**src/rtl/hps_mmio_bridge_pkg.sv**
```systemverilog
// hps_mmio_bridge_pkg: register map, channel block layout, ID and interrupt
// field offsets shared by the MMIO bridge and its interrupt controller.
package hps_mmio_bridge_pkg;

  // Global register byte offsets
  localparam logic [7:0] ADDR_ID             = 8'h00;
  localparam logic [7:0] ADDR_RX_THRESHOLD   = 8'h04;
  localparam logic [7:0] ADDR_COMP_THRESHOLD = 8'h08;
  localparam logic [7:0] ADDR_GUARD_INTERVAL = 8'h0C;
  localparam logic [7:0] ADDR_MEM_ADDR       = 8'h10;
  localparam logic [7:0] ADDR_END_ADDRESS    = 8'h14;
  localparam logic [7:0] ADDR_LED            = 8'h18;
  localparam logic [7:0] ADDR_KEY            = 8'h1C;
  localparam logic [7:0] ADDR_IRQ_STATUS     = 8'h20;
  localparam logic [7:0] ADDR_IRQ_ENABLE     = 8'h24;
  localparam logic [7:0] ADDR_NAVIG_START    = 8'h28;

  // Channel c block starts at CH_BASE + c*CH_STRIDE
  localparam logic [7:0] CH_BASE   = 8'h40;
  localparam logic [7:0] CH_STRIDE = 8'h10;

  // Word offset inside a channel block (address[3:2])
  typedef enum logic [1:0] {
    CH_TX_DATA = 2'd0,
    CH_RX_DATA = 2'd1,
    CH_STATUS  = 2'd2,
    CH_CTRL    = 2'd3
  } ch_reg_e;

  // ID register: fixed tag in the upper bits, channel count in the low bits
  localparam logic [31:0] ID_BASE = 32'h4850_0000;

  // IRQ_STATUS field offsets: source events, TX overflow, RX underflow
  localparam int IRQ_SRC_LSB = 0;
  localparam int IRQ_OVF_LSB = 8;
  localparam int IRQ_UNF_LSB = 16;

  // Reset values of the threshold registers
  localparam logic [31:0] RST_RX_THRESHOLD   = 32'd600;
  localparam logic [31:0] RST_COMP_THRESHOLD = 32'd6;

  // Upper address nibble that selects channel c's block
  function automatic logic [3:0] ch_block(input int c);
    logic [7:0] a;
    a = CH_BASE + 8'(c) * CH_STRIDE;
    return a[7:4];
  endfunction

endpackage

```
**src/rtl/hps_mmio_irq_ctrl.sv**
```systemverilog
// hps_mmio_irq_ctrl: sticky interrupt status with write-1-to-clear, an
// enable mask and a registered interrupt request. A set event arriving in
// the same cycle as a clear of the same bit wins.
module hps_mmio_irq_ctrl (
  input  logic        clk,
  input  logic        rst,
  input  logic [31:0] set_vec,
  input  logic        wr_status,
  input  logic        wr_enable,
  input  logic [31:0] wdata,
  output logic [31:0] status,
  output logic [31:0] enable,
  output logic        irq
);

  logic [31:0] status_q, status_d;
  logic [31:0] enable_q, enable_d;
  logic        irq_q;

  // Next-state: clear requested bits first, then OR in new events
  always_comb begin
    status_d = status_q;
    enable_d = enable_q;
    if (wr_status) status_d = status_d & ~wdata;
    status_d = status_d | set_vec;
    if (wr_enable) enable_d = wdata;
  end

  // irq is registered from the next-state so it rises on the same edge the
  // causing status bit is captured, i.e. one cycle after the cause
  always_ff @(posedge clk or posedge rst) begin
    if (rst) begin
      status_q <= '0;
      enable_q <= '0;
      irq_q    <= 1'b0;
    end else begin
      status_q <= status_d;
      enable_q <= enable_d;
      irq_q    <= |(status_d & enable_d);
    end
  end

  assign status = status_q;
  assign enable = enable_q;
  assign irq    = irq_q;

endmodule

```
**src/rtl/hps_mmio_bridge.sv**
```systemverilog
// hps_mmio_bridge: Avalon-MM slave exposing global control registers and
// NCH TX/RX FIFO channel blocks. Reads have one cycle latency and readdata
// holds until the next read. All strobes toward the FIFOs and timers are
// registered single-cycle pulses.
// Optional feature macro: HPS_MMIO_BRIDGE_IRQ_EN enables the interrupt
// status/enable registers and the irq output; otherwise irq is tied low
// and those registers read as zero.
// Bus handshake: an access occurs in any cycle with chipselect high and a
// strobe; write_en wins when both strobes are high; there is no wait state.
module hps_mmio_bridge
  import hps_mmio_bridge_pkg::*;
#(
  parameter int NCH = 2,
  parameter int DW  = 8,
  parameter int CW  = 8
) (
  input  logic              clk,
  input  logic              reset,
  input  logic [7:0]        address,
  input  logic              chipselect,
  input  logic              read_en,
  input  logic              write_en,
  input  logic [31:0]       writedata,
  output logic [31:0]       readdata,
  output logic [NCH*DW-1:0] tx_data,
  output logic [NCH-1:0]    tx_wren,
  input  logic [NCH-1:0]    tx_full,
  input  logic [NCH*CW-1:0] tx_level,
  input  logic [NCH-1:0]    tx_ready,
  output logic [NCH-1:0]    tx_start,
  input  logic [NCH*DW-1:0] rx_data,
  output logic [NCH-1:0]    rx_rden,
  input  logic [NCH*CW-1:0] rx_level,
  input  logic [NCH-1:0]    irq_src,
  output logic              irq,
  output logic              navig_timer_start,
  output logic [7:0]        led,
  input  logic [1:0]        key,
  output logic [31:0]       rx_threshold,
  output logic [31:0]       comp_threshold,
  output logic [31:0]       guard_interval,
  output logic [31:0]       mem_addr,
  input  logic [31:0]       end_address
);

  logic              wr_acc, rd_acc;
  logic [NCH-1:0]    ch_hit;
  logic [NCH-1:0]    push_d, ovf, pop_d, unf, start_d;
  logic [31:0]       rd_mux;
  logic [31:0]       irq_set;
  logic [31:0]       irq_status, irq_enable;

  logic [31:0]       readdata_q;
  logic [NCH*DW-1:0] tx_data_q;
  logic [NCH-1:0]    tx_wren_q, tx_start_q, rx_rden_q;
  logic              navig_q;
  logic [7:0]        led_q;
  logic [31:0]       rx_thr_q, comp_thr_q, guard_q, mem_addr_q;
  logic [1:0]        key_s1, key_s2;

  assign wr_acc = chipselect & write_en;
  assign rd_acc = chipselect & read_en & ~write_en;

  // Address decode, channel side effects and read-data mux
  always_comb begin
    ch_hit  = '0;
    push_d  = '0;
    ovf     = '0;
    pop_d   = '0;
    unf     = '0;
    start_d = '0;
    rd_mux  = '0;
    case (address)
      ADDR_ID:             rd_mux = ID_BASE | 32'(NCH);
      ADDR_RX_THRESHOLD:   rd_mux = rx_thr_q;
      ADDR_COMP_THRESHOLD: rd_mux = comp_thr_q;
      ADDR_GUARD_INTERVAL: rd_mux = guard_q;
      ADDR_MEM_ADDR:       rd_mux = mem_addr_q;
      ADDR_END_ADDRESS:    rd_mux = end_address;
      ADDR_LED:            rd_mux = {24'd0, led_q};
      ADDR_KEY:            rd_mux = {30'd0, key_s2};
      ADDR_IRQ_STATUS:     rd_mux = irq_status;
      ADDR_IRQ_ENABLE:     rd_mux = irq_enable;
      default:             rd_mux = '0;
    endcase
    for (int c = 0; c < NCH; c++) begin
      ch_hit[c] = (address[1:0] == 2'b00) && (address[7:4] == ch_block(c));
      if (ch_hit[c]) begin
        case (address[3:2])
          CH_TX_DATA: begin
            if (wr_acc) begin
              if (tx_full[c]) ovf[c] = 1'b1;
              else            push_d[c] = 1'b1;
            end
          end
          CH_RX_DATA: begin
            if (rx_level[c*CW +: CW] != '0) begin
              rd_mux[DW-1:0] = rx_data[c*DW +: DW];
              if (rd_acc) pop_d[c] = 1'b1;
            end else if (rd_acc) begin
              unf[c] = 1'b1;
            end
          end
          CH_STATUS: begin
            rd_mux[CW-1:0]  = rx_level[c*CW +: CW];
            rd_mux[16 +: CW] = tx_level[c*CW +: CW];
            rd_mux[15]      = tx_ready[c];
          end
          CH_CTRL: begin
            if (wr_acc && writedata[0] && tx_ready[c]) start_d[c] = 1'b1;
          end
          default: ;
        endcase
      end
    end
  end

  // Interrupt event vector: sources, overflows and underflows per channel
  always_comb begin
    irq_set = '0;
    for (int c = 0; c < NCH; c++) begin
      irq_set[IRQ_SRC_LSB + c] = irq_src[c];
      irq_set[IRQ_OVF_LSB + c] = ovf[c];
      irq_set[IRQ_UNF_LSB + c] = unf[c];
    end
  end

  // Global registers, read data, push data and registered pulses
  always_ff @(posedge clk or posedge reset) begin
    if (reset) begin
      readdata_q <= '0;
      tx_data_q  <= '0;
      tx_wren_q  <= '0;
      tx_start_q <= '0;
      rx_rden_q  <= '0;
      navig_q    <= 1'b0;
      led_q      <= '0;
      rx_thr_q   <= RST_RX_THRESHOLD;
      comp_thr_q <= RST_COMP_THRESHOLD;
      guard_q    <= '0;
      mem_addr_q <= '0;
    end else begin
      if (rd_acc) readdata_q <= rd_mux;
      tx_wren_q  <= push_d;
      tx_start_q <= start_d;
      rx_rden_q  <= pop_d;
      navig_q    <= wr_acc && (address == ADDR_NAVIG_START);
      for (int c = 0; c < NCH; c++) begin
        if (push_d[c]) tx_data_q[c*DW +: DW] <= writedata[DW-1:0];
      end
      if (wr_acc) begin
        case (address)
          ADDR_RX_THRESHOLD:   rx_thr_q   <= writedata;
          ADDR_COMP_THRESHOLD: comp_thr_q <= writedata;
          ADDR_GUARD_INTERVAL: guard_q    <= writedata;
          ADDR_MEM_ADDR:       mem_addr_q <= writedata;
          ADDR_LED:            led_q      <= writedata[7:0];
          default: ;
        endcase
      end
    end
  end

  // Two-flop synchroniser for the asynchronous pushbuttons
  always_ff @(posedge clk or posedge reset) begin
    if (reset) begin
      key_s1 <= '0;
      key_s2 <= '0;
    end else begin
      key_s1 <= key;
      key_s2 <= key_s1;
    end
  end

`ifdef HPS_MMIO_BRIDGE_IRQ_EN
  hps_mmio_irq_ctrl u_irq_ctrl (
    .clk       (clk),
    .rst       (reset),
    .set_vec   (irq_set),
    .wr_status (wr_acc && (address == ADDR_IRQ_STATUS)),
    .wr_enable (wr_acc && (address == ADDR_IRQ_ENABLE)),
    .wdata     (writedata),
    .status    (irq_status),
    .enable    (irq_enable),
    .irq       (irq)
  );
`else
  logic unused_irq_set;
  assign unused_irq_set = ^irq_set;
  assign irq_status     = '0;
  assign irq_enable     = '0;
  assign irq            = 1'b0;
`endif

  assign readdata          = readdata_q;
  assign tx_data           = tx_data_q;
  assign tx_wren           = tx_wren_q;
  assign tx_start          = tx_start_q;
  assign rx_rden           = rx_rden_q;
  assign navig_timer_start = navig_q;
  assign led               = led_q;
  assign rx_threshold      = rx_thr_q;
  assign comp_threshold    = comp_thr_q;
  assign guard_interval    = guard_q;
  assign mem_addr          = mem_addr_q;

endmodule

```
**config.mk**
```make
export PLATFORM = sky130hd
export DESIGN_NAME = hps_mmio_bridge
export DESIGN_NICKNAME = d
export VERILOG_FILES = /design/src/rtl/hps_mmio_bridge_pkg.sv /design/src/rtl/hps_mmio_irq_ctrl.sv /design/src/rtl/hps_mmio_bridge.sv
export SDC_FILE = /design/constraint.sdc
export NUM_CORES = 1
export LEC_CHECK = 0
export BUFFER_PORTS_ARGS = -buffer_cell sky130_fd_sc_hd__buf_2
export CORE_UTILIZATION = 27
export CTS_CLUSTER_SIZE = 25
export DETAILED_ROUTE_END_ITERATION = 6
export REMOVE_ABC_BUFFERS = 1
export SYNTH_ARGS = -nofsm -noshare
export SYNTH_HDL_FRONTEND = slang
export SYNTH_SLANG_ARGS = --single-unit
```
**constraint.sdc**
```tcl
create_clock -name clk -period 8.1 [get_ports clk]
set_clock_uncertainty 0.05 [all_clocks]
set_input_delay 1.62 -clock clk [delete_from_list [all_inputs] [get_ports clk]]
set_output_delay 1.62 -clock clk [all_outputs]
set_load 0.1 [all_outputs]
```
=== Word-level counts from Yosys, hierarchy flattened ===
Index checks and enable logic that the tools add are counted.

* Bits in registers: 195
* Input port bits: 133
* Word-level logic and storage cells: 79

* Equality and inequality tests: 13
* Mux-type cells: 32
* Bitwise operators: 4
* Reduce and logical (&&, ||, !) cells: 16

{| class="wikitable"
|+ Operators with widths
! operator !! count
|-
| $pmux 32 s8 || 1
|-
| $mux 9 || 4
|-
| $eq 8x5->1 const B || 4
|-
| $mux 8 || 4
|-
| $pmux 8 s2 || 2
|-
| $mux 1 || 21
|-
| $eq 8x4->1 const B || 2
|-
| $reduce_bool 8->1 || 2
|-
| $reduce_and 2->1 || 5
|-
| $eq 4x3->1 const B || 2
|-
| $eq 8x3->1 const B || 1
|-
| $eq 8x6->1 const B || 1
|-
| $logic_not 8->1 || 1
|-
| $logic_and 1x1->1 || 6
|-
| $eq 2x2->1 const B || 2
|-
| $logic_not 2->1 || 2
|-
| $and 1x1->1 || 3
|-
| $eq 2x1->1 const B || 1
|-
| $not 1->1 || 1
|}

=== Longest topological paths before layout ===
Gate-level depths: netlist of the first run.

* Word-level depth: 8
* Gate-level depth with buffers: 8
* Mapped depth without buffers: 6

=== Worst setup path before layout of the first run ===
No wires, ideal clock.

* Path type: input -> register
* Start: input address[4]
* End: register tx_data_q[10] (netlist: tx_data[10])
* Library setup time: 0.128 ns
* Data arrival time: 3.005 ns
* Data required time: 7.922 ns
* Slack: 4.917 ns
* Cell stages on the path: 7
* Path buffers: 3
* Cell sequence: buf_2 > nor4b_2 > and2_1 > buf_2 > nor3b_2 > buf_4 > mux2_1

* Word-level cells in the longest chain between the ends: 3

{| class="wikitable"
|+ Ends and longest elaborated chain
! what !! RTL line !! source
|-
| start: declaration || hps_mmio_bridge.sv:19 || <nowiki>input logic [7:0] address,</nowiki>
|-
| $eq 4x3->1 || hps_mmio_bridge.sv:87 || <nowiki>ch_hit[c] = (address[1:0] == 2'b00) && (address[7:4] == ch_block(c));</nowiki>
|-
| $logic_and 1x1->1 || hps_mmio_bridge.sv:87 ||
|-
| $mux 1 || hps_mmio_bridge.sv:88 || <nowiki>if (ch_hit[c]) begin</nowiki>
|-
| net push_d[1] || hps_mmio_bridge.sv:48 || <nowiki>logic [NCH-1:0] push_d, ovf, pop_d, unf, start_d;</nowiki>
|-
| end signal: indexed assignment || hps_mmio_bridge.sv:149 || <nowiki>if (push_d[c]) tx_data_q[c*DW +: DW] <= writedata[DW-1:0];</nowiki>
|-
| end: declaration || hps_mmio_bridge.sv:54 || <nowiki>logic [NCH*DW-1:0] tx_data_q;</nowiki>
|}

The timed path passes the listed nets, and every way through them passes these cells.
A chain may end at the register's enable or synchronous reset.

=== Final worst setup path of the first run ===
* Start: input address[4]
* End: register comp_thr_q[30] (netlist: comp_threshold[30])

* Word-level cells in the longest chain between the ends: 2

{| class="wikitable"
|+ Ends and longest elaborated chain
! what !! RTL line !! source
|-
| $eq 8x4->1 || hps_mmio_bridge.sv:152 || <nowiki>case (address)</nowiki>
|-
| $reduce_and 2->1 (no line) || n/a ||
|-
| end signal: assignment || hps_mmio_bridge.sv:154 || <nowiki>ADDR_COMP_THRESHOLD: comp_thr_q <= writedata;</nowiki>
|-
| end: declaration || hps_mmio_bridge.sv:58 || <nowiki>logic [31:0] rx_thr_q, comp_thr_q, guard_q, mem_addr_q;</nowiki>
|}

Every way passes these cells.

==> results.cfg, run 1 <==
[worst_setup_path]
cp-start-kind = input port
path_buf_inv = 1
cp.arrival_ns = 4.73
crit_slowest_cell = and3_1
critPathCaptureType = flip-flop
r2r_slack_ns = 6.69
critPathKind = input port to flip-flop
reg2reg_depth = 4
cpPeakStageDelay_ns = 1.03
r2r_end = readdata[30]$_DFFE_PP0P_
critPathRequiredTime_ns = 8.38
cp_max_fo = 32
crit_family = simple AND/OR/NAND/NOR gates
crit_path_cell_trace = buf_2 > nor4_4 > and3_1 > nand2_4 > mux2_1
r2r_start = rx_threshold[30]$_DFFE_PP0P_

[clock_tree]
cts_resized = 0
clock_latency_ns = 0.45
numCtsBuffers = 17
cts_tree = yes
cts.path.max_buffers = 2
cts.clk_slew.worst_paths_ns = 0.07
cts.sinks = 195
post_cts_buffers = 0
cts_root_buf = clkbuf_16
ctsHoldBuffers = 0
htreeDepth = 4

[floorplan]
rows = 67
die_w_um = 187.0
core-area_sq_um = 33620
fp.dieArea_sq_um = 34990
ioPinCount = 325
die_h_um = 187.0
start_util_pct = 27.50

[final_layout]
area_growth_pct = 27.32
nets = 1121
fin_util_pct = 35.02
finalInstanceArea_sq_um = 11770
drive_gt1_share_pct = 47.54
multi_input_area_sq_um = 4034
regArea_sq_um = 4887
fillers = 3405

[hold_path]
hold_path_class = flip-flop to flip-flop
holdPathStages = 0
hold_end = key_s2[0]$_DFF_PP0_
hold_start = key_s1[0]$_DFF_PP0_

[job]
cap_violations = 0

[detailed_routing]
viasPerCell = 5.093
num_vias = 7365
drc = 5
drtIter0Drc = 484
drtAntennaViolNets = 0
wirelength_mm = 33.62
wl_per_cell_um = 23.25
dr.pass1.iters = 7

[pwr]
power_uw = 2405
power.switching_uw = 831.5
pwr-share-comb_pct = 19.9
p_clk_share_pct = 36.9
internal_power_uw = 1574
power_density_nw_per_um2 = 204.3
peakVddDrop_mv = 0.1375
power_frac_seq_pct = 43.1
p_sw_share_pct = 34.57
p_leak_uw = 0.006392

[sta]
tns_ns = 0
slew_headroom_pct = 20.58
fin_ws_ns = 3.647
setup_violations = 0
hold_viol = 0
finalCritPeriodShare_pct = 54.97
maxSlewViolCount = 0
max_clock_freq_mhz = 224.6
tightest_slew_ns = 1.191
rsz0062_at_grt = no
final.min_clock_period_ns = 4.453

[synthesis]
yosys_warnings = 0
synth-edff-count = 0
postSynthAreaPerCell_sq_um = 13.46
synth_ff_type = dfrtp_1
netlist_area_sq_um = 9245
synth.distinct_cells = 57
ys_async_sr_fraction_pct = 100.0
yosysSeqAreaShare_pct = 52.86
ys_seq_elements = 195
synthCells = 687

[global_routing]
grt_pass1_vias = 7569
grt_usage_pct = 19.37
grt.overflow.total = 0
grt_max_degree = 74
antenna_found_initial = 3
grt_pass1_wl_mm = 49.93

[run_status]
status = finished with violations
violations = design-rule violations

[placed_design]
place_hpwl_mm = 22.60
numPortBuffers = 321
pre_cts_slack_ns = 3.113
placed_cell_area_sq_um = 11160
place_congestion = 0.7891
-- per-stage QoR --
step / std cells / hold slack (ns)
2_1_floorplan: 637 / 0.2812
3_3_place_gp: 1413 / 0.2841
3_5_place_dp: 1413 / 0.2962
4_1_cts: 1445 / 0.3140
5_1_grt: 1445 / 0.3135
6_report: 1446 / 0.3090
-- worst register-to-register path: stages (launching register included) --
cell       delay [ns]
dfrtp_1          0.40
a221oi_1         0.32
o2bb2ai_1        0.17
a221oi_1         0.22
o21ai_0          0.10
-- placed cells by master (no fill, tap or decap), types with 3 or more instances in the layout --
cell type,instances
inv_1,3
o21ai_0,23
nand2_4,3
a22oi_1,16
a221oi_1,24
inv_8,3
buf_2,321
and2_1,3
o2bb2ai_1,3
buf_4,7
dfstp_2,6
mux2i_1,14
nor4_1,4
mux2_4,68
clkinvlp_4,3
a22o_1,12
o21ai_1,3
a32o_1,3
ha_1,3
a211oi_1,8
mux2_1,70
clkbuf_16,17
nor2_1,18
inv_6,3
nor3_1,6
mux2_2,14
o41ai_2,5
o22ai_1,16
a21oi_1,22
a222oi_1,14
nand2_1,30
dfrtp_1,189
nand3b_1,3
clkinv_4,4
and3_1,18
-- synthesized netlist by cell type, types with 14 or more instances --
cell	number	area, sq um
a22oi_1	16	120.1
mux2_1	70	788.3
mux2i_1	14	140.1
buf_2	15	75.07
nor2_1	20	75.07
o21ai_0	23	115.1
dfrtp_1	189	4730
and3_1	19	118.9
a222oi_1	14	140.1
a21oi_1	22	110.1
a221oi_1	24	210.2
mux2_4	68	1021
nand2_1	30	112.6
mux2_2	14	157.7
clkbuf_1	16	60.06
o22ai_1	16	100.1
-- final cells by class --
type                            count  area share, %
Multi-Input combinational cell    438          34.27
Clock buffer                       18          3.731
Inverter                            4         0.1913
Clock inverter                     14          1.414
Timing Repair Buffer              328          14.09
Tap cell                          448          4.762
Sequential cell                   195          41.52
Antenna cell                        1        0.02126
-- cells by family (layout without fill, tap and decap cells) --
logic type	after synthesis	after routing	synth area share (%)
compound gates	158	158	13.02
flops	195	195	52.86
mux	166	166	22.79
buf+inv	54	364	3.654
fa+ha+maj	4	4	0.5414
other cells	1	2	0.04056
simple gates	109	109	7.092
-- registers in the layout (all words and copies together) (netlist names), 8 cells and up --
register and flops:
comp_threshold 32, mem_addr 32, tx_data 16, rx_threshold 32, guard_interval 32, readdata 32
led 8
-- power by group through the flow --
stage                     combinational (uW)  sequential, uW  clock (uW)
final                                    479            1040         889
after global routing                     499            1040         949
after CTS                                483            1040         916
after detailed placement                 482            1060           0
after global placement                   480            1050           0
after floorplan                         82.7            1330           0
-- worst max-delay path by stage --
stage | slack, ns | from | cells after the start | endpoint
after floorplan | 1.13 | reset | 1 | comp_threshold[0]$_DFFE_PP0P_
after global placement | 3.14 | address[4] | 5 | comp_threshold[30]$_DFFE_PP0P_
after detailed placement | 3.11 | address[4] | 5 | comp_threshold[30]$_DFFE_PP0P_
after CTS | 3.61 | address[4] | 5 | comp_threshold[30]$_DFFE_PP0P_
after global routing | 3.47 | address[4] | 5 | comp_threshold[30]$_DFFE_PP0P_
final | 3.65 | address[4] | 5 | comp_threshold[30]$_DFFE_PP0P_
-- layer usage --
layer / track usage (%) / routed length (um) / up-vias
met5: 0 / 11 / -
met4: 5.769 / 616 / 2
met3: 4.878 / 2033 / 40
met2: 31.83 / 16160 / 293
met1: 25.06 / 14800 / 3815
li1: - / - / 3215
Note: power is estimated with default switching activity, not from simulation.
==> inputs of run 2 (changes only) <==
--- a/config.mk
+++ b/config.mk
@@ -5,6 +5,7 @@
 export SDC_FILE = /design/constraint.sdc
 export NUM_CORES = 1
 export LEC_CHECK = 0
+export ABC_AREA = 1
 export BUFFER_PORTS_ARGS = -buffer_cell sky130_fd_sc_hd__buf_2
 export CORE_UTILIZATION = 27
 export CTS_CLUSTER_SIZE = 25
==> constraint.sdc (replaced) <==
create_clock -name clk -period 4.35 [get_ports clk]
set_clock_uncertainty 0.05 [all_clocks]
set_input_delay 0.87 -clock clk [delete_from_list [all_inputs] [get_ports clk]]
set_output_delay 0.87 -clock clk [all_outputs]
set_load 0.1 [all_outputs]
==> results.cfg, run 2 <==
[run_status]
status = complete, no violations

[floorplan]
rows = 66
ioPinCount = 325
die_w_um = 185.4
die_h_um = 185.4
core-area_sq_um = 32780
fp.dieArea_sq_um = 34360
start_util_pct = 27.69

[clock_tree]
clock_latency_ns = 0.45
cts_resized = 0
cts_root_buf = clkbuf_16
cts.path.max_buffers = 2
cts.sinks = 195
ctsHoldBuffers = 0
post_cts_buffers = 0
htreeDepth = 4
numCtsBuffers = 17
cts_tree = yes
cts.clk_slew.worst_paths_ns = 0.07

[synthesis]
synth_top_area_cell = dfrtp_1
synth_ff_type = dfrtp_1
yosys_warnings = 0
synth_common_cells = 425 x nand2_1, 189 x dfrtp_1, 141 x o21ai_0
ys_seq_elements = 195
yosysMostFrequentCell = nand2_1
yosysSeqAreaShare_pct = 53.83
synthCells = 1121
synth_top_area_share_pct = 52.09
ys_async_sr_fraction_pct = 100.0
synth-edff-count = 0
netlist_area_sq_um = 9079
postSynthAreaPerCell_sq_um = 8.099
synth.distinct_cells = 30
synth.area.top_cells = dfrtp_1 52%, nand2_1 18%, o21ai_0 7.8%, nand3_1 3.6%, o21ai_1 2.6%

[worst_setup_path]
crit_slowest_cell = nor2_4
crit_family = simple AND/OR/NAND/NOR gates
path_buf_inv = 4
critPathKind = input port to flip-flop
crit_path_cell_trace = buf_2 > inv_1 > ha_1 > nand2_1 > nor2_4 > buf_4 > buf_4 > nand2_1 > nand4_1 > a21oi_1 > o21ai_1
reg2reg_depth = 8
worstSetupPathDepth = 11
critPathRequiredTime_ns = 4.66
cp_max_fo = 18
critPathCaptureType = flip-flop
cp.arrival_ns = 3.25
cpPeakStageDelay_ns = 0.51
cp-start-kind = input port

[detailed_routing]
drtIter0Drc = 547
wl_met2_mm = 15.56
num_vias = 8765
wirelength_mm = 33.05
viasPerCell = 4.667
wl_per_cell_um = 17.60
top_layer_used = met5
drc = 0
wirelength_met1_mm = 14.07
dr_wl_met3_mm = 2.788
drtAntennaViolNets = 0
dr.pass1.iters = 5

[sta]
finalCritPeriodShare_pct = 67.48
slew_headroom_pct = 35.54
maxSlewViolCount = 0
rsz0062_at_grt = no
tns_ns = 0
setup_violations = 0
tightest_slew_ns = 0.9669
final.min_clock_period_ns = 2.935
max_clock_freq_mhz = 340.7
holdWs_ns = 0.3114
hold_viol = 0

[pwr]
peakVddDrop_mv = 0.2543
power_uw = 4125
power_density_nw_per_um2 = 351.9
p_leak_uw = 0.006478

[global_routing]
antenna_found_initial = 2
grt_usage_pct = 19.39
grt.overflow.total = 0
grt_max_degree = 100
grt_pass1_vias = 8273
grt_pass1_wl_mm = 49.17

[final_layout]
final_cell_mix = 424 x nand2_1, 321 x buf_2, 189 x dfrtp_1, 141 x o21ai_0, 65 x nand3_1
drive_gt1_share_pct = 28.36
final_common_cell = nand2_1
area_growth_pct = 29.12
multi_input_area_sq_um = 3650
fillers = 3518
regArea_sq_um = 4887
nets = 1559

[placed_design]
numPortBuffers = 321
place_hpwl_mm = 23.14
place_congestion = 0.8276

[hold_path]
hold_path_class = flip-flop to flip-flop
holdPathStages = 0

[job]
cap_violations = 0
==> run 2: metrics by stage <==
step	utilization, %	instance area (sq um)	setup WS [ns]	cells
4_1_cts	35.75	11720	1.403	1877
3_5_place_dp	33.90	11110	0.9356	1845
3_3_place_gp	33.90	11110	0.9810	1845
5_1_grt	35.76	11720	1.159	1878
2_1_floorplan	-	8787	-1.872	1066
6_report	35.76	11720	1.415	1878
==> run 2: cell families (layout without fill, tap and decap cells) <==
group | count (synthesis) | after routing | share of synthesized area, %
adders and majority gates | 4 | 4 | 0.5513
AOI/OAI and AO/OA | 233 | 233 | 13.09
and+or+nand+nor | 563 | 563 | 26.35
buffers and inverters | 125 | 439 | 6.133
other | 1 | 2 | 0.04131
DFF | 195 | 195 | 53.83
==> run 2: where the power goes <==
| part | switching, uW | internal, uW |
|---|---|---|
| sequential | 32.4 | 1860 |
| clock | 767 | 884 |
| combinational | 481 | 105 |
| total | 1280 | 2840 |
==> run 2: per-layer routing <==
metal  track usage (%)  vias to the layer above
met1             24.56                     4152
met4             5.653                        2
li1                  -                     4231
met5                 0                        -
met3             5.977                       39
met2             31.55                      341
==> run 2: final cells by class <==
type	instances	area share [%]
inverter	70	2.327
clock buffer	19	3.778
tap	442	4.718
timing repair buffer	337	14.94
sequential	195	41.69
clock inverter	13	1.388
antenna	1	0.02135
multi-input combinational	801	31.13
==> run 2: worst register-to-register path: stages (launching register included) <==
cell	delay [ns]
dfrtp_1	0.42
nand3_1	0.09
nand2_1	0.05
nor2_1	0.11
nand3_1	0.19
nand2_1	0.11
nand2_1	0.05
nand2_1	0.06
nand2_1	0.05
==> run 2: final timing paths <==
path / startpoint / endpoint / slack, ns
min in group asynchronous: reset / tx_data[10]$_DFFE_PP0P_ / 0.49
worst max register to register: mem_addr[6]$_DFFE_PP0P_ / readdata[6]$_DFFE_PP0P_ / 3.05
worst min-delay path: key_s1[1]$_DFF_PP0_ / key_s2[1]$_DFF_PP0_ / 0.31
worst max-delay path: address[3] / readdata[11]$_DFFE_PP0P_ / 1.41
worst min register to register: key_s1[1]$_DFF_PP0_ / key_s2[1]$_DFF_PP0_ / 0.31
max in group asynchronous: reset / rx_threshold[6]$_DFFE_PP1P_ / 2.94
